File: src/rtl/vga_pkg.sv
// vga_pkg: 1024x768 screen constants, colours and the
// packed timing/rgb bundle carried down the video pipeline.
package vga_pkg;

  localparam int HOR_PIXELS = 1024;
  localparam int VER_PIXELS = 768;

  localparam logic [11:0] BLACK = 12'h000;
  localparam logic [11:0] WHITE = 12'hFFF;

  typedef struct packed {
    logic [10:0] vcount;
    logic [10:0] hcount;
    logic        vsync;
    logic        vblnk;
    logic        hsync;
    logic        hblnk;
    logic [11:0] rgb;
  } vga_tim_t;

endpackage

File: src/rtl/vga_if.sv
// vga_if: timing + rgb stream between pipeline stages.
// Modports: in (consumer side), out (producer side).
interface vga_if;

  logic [10:0] vcount;
  logic [10:0] hcount;
  logic        vsync;
  logic        vblnk;
  logic        hsync;
  logic        hblnk;
  logic [11:0] rgb;

  modport in (
    input vcount, hcount, vsync,
    input vblnk, hsync, hblnk, rgb
  );

  modport out (
    output vcount, hcount, vsync,
    output vblnk, hsync, hblnk, rgb
  );

endinterface

File: src/rtl/delay.sv
// delay: CLK_DEL-stage register pipe (CLK_DEL >= 1).
// Ports: clk, rst_n (async, active-low), din, dout.
module delay #(
  parameter int WIDTH   = 8,
  parameter int CLK_DEL = 1
) (
  input  logic             clk,
  input  logic             rst_n,
  input  logic [WIDTH-1:0] din,
  output logic [WIDTH-1:0] dout
);

  logic [WIDTH-1:0] pipe [CLK_DEL];

  always_ff @(posedge clk or negedge rst_n) begin
    if (!rst_n) begin
      for (int i = 0; i < CLK_DEL; i++)
        pipe[i] <= '0;
    end else begin
      pipe[0] <= din;
      for (int i = 1; i < CLK_DEL; i++)
        pipe[i] <= pipe[i-1];
    end
  end

  assign dout = pipe[CLK_DEL-1];

endmodule

File: src/rtl/draw_sprite.sv
// draw_sprite: ROM-fed sprite overlay with zoom, mirror, colour key.
// Ports: clk65MHz, rst_n, in_if/out_if, x_pos/y_pos/sprite_en/mirror_x, pixel_addr, rgb_pixel.
module draw_sprite
  import vga_pkg::*;
#(
  parameter int          SPRITE_W    = 48,
  parameter int          SPRITE_H    = 64,
  parameter int          ROM_LATENCY = 1,
  parameter int          SCALE_LOG2  = 0,
  parameter bit          KEY_EN      = 1'b1,
  parameter logic [11:0] KEY_COLOR   = 12'hF0F,
  localparam int XW = (SPRITE_W > 1) ? $clog2(SPRITE_W) : 1,
  localparam int YW = (SPRITE_H > 1) ? $clog2(SPRITE_H) : 1,
  localparam int AW = XW + YW
) (
  input  logic          clk65MHz,
  input  logic          rst_n,
  vga_if.in             in_if,
  vga_if.out            out_if,
  input  logic [11:0]   x_pos,
  input  logic [11:0]   y_pos,
  input  logic          sprite_en,
  input  logic          mirror_x,
  output logic [AW-1:0] pixel_addr,
  input  logic [11:0]   rgb_pixel
);

  localparam int LAT = ROM_LATENCY + 2;
  localparam logic [12:0] DW = 13'(SPRITE_W << SCALE_LOG2);
  localparam logic [12:0] DH = 13'(SPRITE_H << SCALE_LOG2);

  logic        vblnk_q;
  logic        frame_start;
  logic [11:0] x_act;
  logic [11:0] y_act;
  logic        en_act;
  logic        mir_act;

  assign frame_start = in_if.vblnk & ~vblnk_q;

  always_ff @(posedge clk65MHz or negedge rst_n) begin
    if (!rst_n) begin
      vblnk_q <= 1'b0;
      x_act   <= '0;
      y_act   <= '0;
      en_act  <= 1'b0;
      mir_act <= 1'b0;
    end else begin
      vblnk_q <= in_if.vblnk;
      if (frame_start) begin
        x_act   <= x_pos;
        y_act   <= y_pos;
        en_act  <= sprite_en;
        mir_act <= mirror_x;
      end
    end
  end

  logic [12:0]   h13, v13, x13, y13;
  logic [12:0]   rel_x, rel_y;
  logic [XW-1:0] dx, dx_sel;
  logic [YW-1:0] dy;
  logic          hit;

  assign h13   = {2'b00, in_if.hcount};
  assign v13   = {2'b00, in_if.vcount};
  assign x13   = {1'b0, x_act};
  assign y13   = {1'b0, y_act};
  assign rel_x = h13 - x13;
  assign rel_y = v13 - y13;
  assign dx    = XW'(rel_x >> SCALE_LOG2);
  assign dy    = YW'(rel_y >> SCALE_LOG2);
  assign dx_sel = mir_act ? (XW'(SPRITE_W - 1) - dx) : dx;

  // Visible-area bound clips the sprite at the right/bottom edge.
  assign hit = en_act
            && (h13 >= x13) && (h13 < x13 + DW)
            && (v13 >= y13) && (v13 < y13 + DH)
            && (h13 < 13'(HOR_PIXELS))
            && (v13 < 13'(VER_PIXELS));

  // Address holds on a miss so the ROM output stays quiet.
  always_ff @(posedge clk65MHz or negedge rst_n) begin
    if (!rst_n)
      pixel_addr <= '0;
    else if (hit)
      pixel_addr <= {dy, dx_sel};
  end

  vga_tim_t tim_in, tim_d, out_nxt, out_q;
  logic     hit_d;
  logic     keyed;

  always_comb begin
    tim_in        = '0;
    tim_in.vcount = in_if.vcount;
    tim_in.hcount = in_if.hcount;
    tim_in.vsync  = in_if.vsync;
    tim_in.vblnk  = in_if.vblnk;
    tim_in.hsync  = in_if.hsync;
    tim_in.hblnk  = in_if.hblnk;
    tim_in.rgb    = in_if.rgb;
  end

  // Last pipe stage is out_q, so the pipe is one short of LAT.
  delay #(
    .WIDTH   ($bits(vga_tim_t)),
    .CLK_DEL (LAT - 1)
  ) u_tim_delay (
    .clk   (clk65MHz),
    .rst_n (rst_n),
    .din   (tim_in),
    .dout  (tim_d)
  );

  // Hit lines up with rgb_pixel, ROM_LATENCY after the address.
  delay #(
    .WIDTH   (1),
    .CLK_DEL (ROM_LATENCY + 1)
  ) u_hit_delay (
    .clk   (clk65MHz),
    .rst_n (rst_n),
    .din   (hit),
    .dout  (hit_d)
  );

  assign keyed = KEY_EN && (rgb_pixel == KEY_COLOR);

  always_comb begin
    out_nxt = tim_d;
    if (tim_d.hblnk || tim_d.vblnk)
      out_nxt.rgb = BLACK;
    else if (hit_d && !keyed)
      out_nxt.rgb = rgb_pixel;
  end

  always_ff @(posedge clk65MHz or negedge rst_n) begin
    if (!rst_n)
      out_q <= '0;
    else
      out_q <= out_nxt;
  end

  assign out_if.vcount = out_q.vcount;
  assign out_if.hcount = out_q.hcount;
  assign out_if.vsync  = out_q.vsync;
  assign out_if.vblnk  = out_q.vblnk;
  assign out_if.hsync  = out_q.hsync;
  assign out_if.hblnk  = out_q.hblnk;
  assign out_if.rgb    = out_q.rgb;

endmodule

File: src/flat_wrapper.sv
// flat-port wrapper written by rule: the top's interface ports become plain ports
module draw_sprite_flat import vga_pkg::*;
#(
  parameter int          SPRITE_W    = 48,
  parameter int          SPRITE_H    = 64,
  parameter int          ROM_LATENCY = 1,
  parameter int          SCALE_LOG2  = 0,
  parameter bit          KEY_EN      = 1'b1,
  parameter logic [11:0] KEY_COLOR   = 12'hF0F,
  localparam int XW = (SPRITE_W > 1) ? $clog2(SPRITE_W) : 1,
  localparam int YW = (SPRITE_H > 1) ? $clog2(SPRITE_H) : 1,
  localparam int AW = XW + YW
)
  (clk65MHz, rst_n, x_pos, y_pos, sprite_en, mirror_x, pixel_addr, rgb_pixel, in_if_vcount, in_if_hcount, in_if_vsync, in_if_vblnk, in_if_hsync, in_if_hblnk, in_if_rgb, out_if_vcount, out_if_hcount, out_if_vsync, out_if_vblnk, out_if_hsync, out_if_hblnk, out_if_rgb);
  vga_if in_if_i ();
  vga_if out_if_i ();
  input  logic clk65MHz;
  input  logic rst_n;
  input  logic [11:0] x_pos;
  input  logic [11:0] y_pos;
  input  logic sprite_en;
  input  logic mirror_x;
  output logic [AW-1:0] pixel_addr;
  input  logic [11:0] rgb_pixel;
  input wire logic [$bits(in_if_i.vcount)-1:0] in_if_vcount;
  input wire logic [$bits(in_if_i.hcount)-1:0] in_if_hcount;
  input wire logic [$bits(in_if_i.vsync)-1:0] in_if_vsync;
  input wire logic [$bits(in_if_i.vblnk)-1:0] in_if_vblnk;
  input wire logic [$bits(in_if_i.hsync)-1:0] in_if_hsync;
  input wire logic [$bits(in_if_i.hblnk)-1:0] in_if_hblnk;
  input wire logic [$bits(in_if_i.rgb)-1:0] in_if_rgb;
  output wire logic [$bits(out_if_i.vcount)-1:0] out_if_vcount;
  output wire logic [$bits(out_if_i.hcount)-1:0] out_if_hcount;
  output wire logic [$bits(out_if_i.vsync)-1:0] out_if_vsync;
  output wire logic [$bits(out_if_i.vblnk)-1:0] out_if_vblnk;
  output wire logic [$bits(out_if_i.hsync)-1:0] out_if_hsync;
  output wire logic [$bits(out_if_i.hblnk)-1:0] out_if_hblnk;
  output wire logic [$bits(out_if_i.rgb)-1:0] out_if_rgb;
  assign in_if_i.vcount = in_if_vcount;
  assign in_if_i.hcount = in_if_hcount;
  assign in_if_i.vsync = in_if_vsync;
  assign in_if_i.vblnk = in_if_vblnk;
  assign in_if_i.hsync = in_if_hsync;
  assign in_if_i.hblnk = in_if_hblnk;
  assign in_if_i.rgb = in_if_rgb;
  assign out_if_vcount = out_if_i.vcount;
  assign out_if_hcount = out_if_i.hcount;
  assign out_if_vsync = out_if_i.vsync;
  assign out_if_vblnk = out_if_i.vblnk;
  assign out_if_hsync = out_if_i.hsync;
  assign out_if_hblnk = out_if_i.hblnk;
  assign out_if_rgb = out_if_i.rgb;
  draw_sprite #(.SPRITE_W(SPRITE_W), .SPRITE_H(SPRITE_H), .ROM_LATENCY(ROM_LATENCY), .SCALE_LOG2(SCALE_LOG2), .KEY_EN(KEY_EN), .KEY_COLOR(KEY_COLOR)) u_core (.clk65MHz(clk65MHz), .rst_n(rst_n), .in_if(in_if_i), .out_if(out_if_i), .x_pos(x_pos), .y_pos(y_pos), .sprite_en(sprite_en), .mirror_x(mirror_x), .pixel_addr(pixel_addr), .rgb_pixel(rgb_pixel));
endmodule
File: config.mk
export PLATFORM = sky130hd
export DESIGN_NAME = draw_sprite_flat
export DESIGN_NICKNAME = d
export VERILOG_FILES = /design/src/rtl/vga_pkg.sv /design/src/rtl/vga_if.sv /design/src/rtl/delay.sv /design/src/rtl/draw_sprite.sv /design/src/flat_wrapper.sv
export SDC_FILE = /design/constraint.sdc
export NUM_CORES = 1
export LEC_CHECK = 0
export CAP_MARGIN = 20
export CORE_MARGIN = 2
export CORE_UTILIZATION = 38
export CTS_CLUSTER_DIAMETER = 30
export CTS_CLUSTER_SIZE = 40
export DETAILED_ROUTE_END_ITERATION = 6
export PLACE_DENSITY = 0.65
export SLEW_MARGIN = 20
export SYNTH_ARGS = -nofsm -noshare
export SYNTH_HDL_FRONTEND = slang
export SYNTH_SLANG_ARGS = --single-unit
File: constraint.sdc
create_clock -name clk65MHz -period 2.6 [get_ports clk65MHz]
set_clock_uncertainty 0.1 [all_clocks]
set_input_delay 0.26 -clock clk65MHz [delete_from_list [all_inputs] [get_ports clk65MHz]]
set_output_delay 0.26 -clock clk65MHz [all_outputs]
set_load 0.005 [all_outputs]
==> impl_metrics.csv <==
group,metric,value,unit
run_status,run_status,"finished, violations left",
run_status,failed_checks,"negative setup slack",
finish,most_frequent_cells_in_the_layout,"sky130_fd_sc_hd__dfrtp_1, sky130_fd_sc_hd__clkdlybuf4s50_1, sky130_fd_sc_hd__buf_4",
critical_path,critPathCaptureType,"flop",
timing,max_slew.worst_pin.slew,463,ps
timing,slew_viol_final,0,
critical_path,r2r_end,"u_core.pixel_addr[11]",
finish,antenna_cells,0,
run,maxCapViolations,0,
detailed_routing,firstDrtPassIters,4,
critical_path,startpoint_type,"flop",
global_route,grt_start_max_net_pins,59,
yosys,synth-seq-area-share,65.3,%
detailed_routing,wl_met2,5640,um
critical_path,timing_worst_setup_path_type,"reg -> reg",
finish,syn2layout_area_growth,44.2,%
place,gpl.final_weighted_congestion,0.877,
detailed_routing,wl_met3,739,um
yosys,yosys_register_bits,154,
yosys,netlist.top_cell.by_area,"sky130_fd_sc_hd__dfrtp_1",
global_route,grt_pass1_wl,19800,um
finish,post_route_cells_drive_above_1_share,19.3,%
pwr,p_clk_share,39.6,%
cts,clk_path_buf_depth,2,
yosys,syn-cell-area,0.00590,mm^2
cts,tritoncts_clock_tree,"yes",
critical_path,worstPathMaxFanout,6,
die,floorplan.initialDensity,38.8,%
detailed_routing,route.antenna.remaining_nets,0,
cts,worst_setup_hold_path_clk_slew,60,ps
critical_path,r2r_slack,-80,ps
pwr,power.switching,1.53,mW
place,placed_cells,784,
cts,cts_root_buffer,"sky130_fd_sc_hd__clkbuf_16",
finish,final_cell_count_no_fill,820,
finish,mostFrequentLayoutCell,"sky130_fd_sc_hd__dfrtp_1",
hold_path,kind_of_path_behind_the_tightest_hold_check,"in -> reg",
global_route,grt_pass1_vias,4005,
timing,post-route-worst-setup-slack,-80.1,ps
place,place.port_buffers,127,
yosys,postSynthNetCount,549,
yosys,yosysWarnings,0,
critical_path,worst-endpoint-arrival,2880,ps
pwr,power.switching_fraction,24.0,%
timing,period_needed,2680,ps
yosys,syn_inst,433,
place,standard_cell_area_after_detailed_placement,0.00775,mm^2
detailed_routing,via_count,3876,
timing,setup_repair_after_global_routing_missed_its_margin,"yes",
global_route,grt_antenna_before_repair,0,
cts,cts.sink_count,154,
yosys,ys_dominant_reg_cell,"sky130_fd_sc_hd__dfrtp_1",
detailed_routing,wirelength_met1,5820,um
yosys,async_flop_share,100,%
critical_path,endpoint,"u_core.pixel_addr[11]",
timing,relSlewSlack,69.2,%
yosys,synth_cell_types,54,
global_route,grt_overflow,0,
pwr,internal_power,4.83,mW
detailed_routing,route.top_layer_used,"met4",
critical_path,r2r.worst_path.cells,10,
timing,layout_worst_path_cycle_share,103,%
detailed_routing,detail_route.wl_per_cell,15.1,um
finish,n_fill_cell,1210,
detailed_routing,vias_per_cell,4.73,
yosys,post_synth.cell_area_avg,13.6,um^2
die,die_area,0.0165,mm^2
pwr,pwr-share-comb,18.4,%
timing,setup_violations,12,
global_route,grt_usage,15.8,%
die,core.rowCount,45,
cts,h-tree-depth,4,
pwr,share_seq_of_total_power,42.0,%
cts,insertion_delay_to_the_later_sink_of_the_worst_skew_pair,420,ps
critical_path,cp_data_required_time,2800,ps
yosys,synth-edff-count,0,
yosys,netlist_top_cells_area,"sky130_fd_sc_hd__dfrtp_1, sky130_fd_sc_hd__ha_1, sky130_fd_sc_hd__mux2_4",
pwr,p_leak,3.89,nW
die,die-height,129,um
die,fp.coreArea,0.0152,mm^2
detailed_routing,drc,0,
timing,final-hold-violation-count,0,
critical_path,r2r-start,"u_core.x_act[4]",
critical_path,timing.critical_path.from,"u_core.x_act[4]",
die,top_level_ports,128,
timing,max_freq,0.373,GHz
cts,cts-buffers-inserted,17,
finish,nNetsFinal,736,
place,dp_hpwl,8900,um
yosys,synthDominantCellAreaShare,65.3,%
die,die_width,129,um
pwr,power_per_cell_area,747,mW/mm^2
pwr,vdd.ir_drop.worst,0.486,mV
detailed_routing,drt_wl_total,12400,um
finish,total_non_filler_cell_area_in_the_finished_layout,0.00851,mm^2
detailed_routing,drtIter0Drc,192,
## how the worst min path moves through the flow
| stage | cells after the start | startpoint | endpoint |
|---|---|---|---|
| 2_1_floorplan | 0 | rst_n | u_core.en_act |
| 3_3_place_gp | 1 | rst_n | u_core.out_if.hsync |
| 3_5_place_dp | 1 | rst_n | u_core.out_if.hsync |
| 4_1_cts | 1 | in_if_rgb[0] | u_core.u_tim_delay.pipe[38] |
| 5_1_grt | 1 | in_if_rgb[0] | u_core.u_tim_delay.pipe[38] |
| 6_report | 1 | in_if_rgb[0] | u_core.u_tim_delay.pipe[38] |
## per-stage QoR
step	setup WS [ps]	TNS [ps]	total power, mW	hold WS, ps	util, %
5_1_grt	-203	-2130	6.67	152	56.0
2_1_floorplan	40.7	0	3.23	-136	-
6_report	-80.1	-641	6.36	177	56.0
3_5_place_dp	-331	-3450	3.82	137	51.0
4_1_cts	-62.1	-621	6.39	156	55.2
3_3_place_gp	-275	-2810	3.80	138	51.0
## synth_stat cells, types with 2 or more instances
master / n
sky130_fd_sc_hd__nor2b_1: 3
sky130_fd_sc_hd__inv_1: 28
sky130_fd_sc_hd__mux2_4: 9
sky130_fd_sc_hd__nand4b_1: 4
sky130_fd_sc_hd__nor2_1: 16
sky130_fd_sc_hd__a311oi_1: 2
sky130_fd_sc_hd__mux2i_1: 11
sky130_fd_sc_hd__nand4_1: 5
sky130_fd_sc_hd__nand3b_1: 2
sky130_fd_sc_hd__a21oi_1: 17
sky130_fd_sc_hd__xor2_1: 4
sky130_fd_sc_hd__mux2_2: 9
sky130_fd_sc_hd__clkbuf_1: 7
sky130_fd_sc_hd__a21o_1: 3
sky130_fd_sc_hd__o21a_1: 5
sky130_fd_sc_hd__nand2_1: 35
sky130_fd_sc_hd__xnor2_1: 15
sky130_fd_sc_hd__buf_2: 2
sky130_fd_sc_hd__nand3_1: 4
sky130_fd_sc_hd__fa_1: 2
sky130_fd_sc_hd__ha_1: 36
sky130_fd_sc_hd__dfrtp_1: 154
sky130_fd_sc_hd__nor3_1: 4
sky130_fd_sc_hd__o21ai_0: 26
## layer usage
metal / vias to the layer above / global-route usage [%]
met2: 119 / 23.8
met1: 1875 / 21.3
li1: 1863 / -
met4: 0 / 5.50
met3: 19 / 5.61
met5: - / 0
## critical path, cell delays in order (launching register included)
cell	delay, ps
sky130_fd_sc_hd__dfrtp_1	370
sky130_fd_sc_hd__inv_2	60
sky130_fd_sc_hd__ha_4	170
sky130_fd_sc_hd__nor3_4	120
sky130_fd_sc_hd__xnor2_1	100
sky130_fd_sc_hd__ha_1	300
sky130_fd_sc_hd__nand4_1	140
sky130_fd_sc_hd__o311a_4	430
sky130_fd_sc_hd__o2111ai_4	270
sky130_fd_sc_hd__clkbuf_16	210
sky130_fd_sc_hd__mux2_4	300
## area by class of cell
type	instances	area [um^2]	share of cell area (%)
repair buffers	179	1720	20.2
well taps	188	235	2.76
clock buffers	21	470	5.53
clock inverters	10	141	1.66
inverters	28	105	1.23
multi-input cells	240	1980	23.3
flip-flops and latches	154	3850	45.3
## logic make-up after synthesis
group / count (synthesis) / share of synthesized area (%)
flops: 154 / 65.3
simple gates: 81 / 6.63
compound gates: 73 / 8.27
buf+inv: 39 / 2.82
fa+ha+maj: 38 / 8.31
mux: 29 / 5.87
xor+xnor: 19 / 2.82
## state kept, by name, summed over array words and instances (netlist names), 11 cells and up
register,flops
u_core.u_tim_delay.dout,38
u_core.u_tim_delay.pipe,38
u_core.out_if.rgb,12
u_core.pixel_addr,12
u_core.x_act,12
u_core.y_act,12
u_core.out_if.hcount,11
u_core.out_if.vcount,11
## what timing repair did
item                                    in CTS  in global routing
pin swaps                                    0                 11
hold buffers                                 1                  0
hold endpoints to repair                    47                  0
gates resized for setup                      4                 14
setup buffers                                0                  3
endpoints found under the setup margin      11                 12
gates cloned                                 0                  1
## power by group through the flow
stage | combinational (mW) | clock [mW] | sequential, mW
final | 1.17 | 2.52 | 2.67
after global routing | 1.30 | 2.68 | 2.69
after CTS | 1.14 | 2.58 | 2.67
after detailed placement | 1.12 | 0 | 2.71
after global placement | 1.09 | 0 | 2.71
after floorplan | 0.542 | 0 | 2.69
No activity file was read; power rests on OpenSTA's default activity.
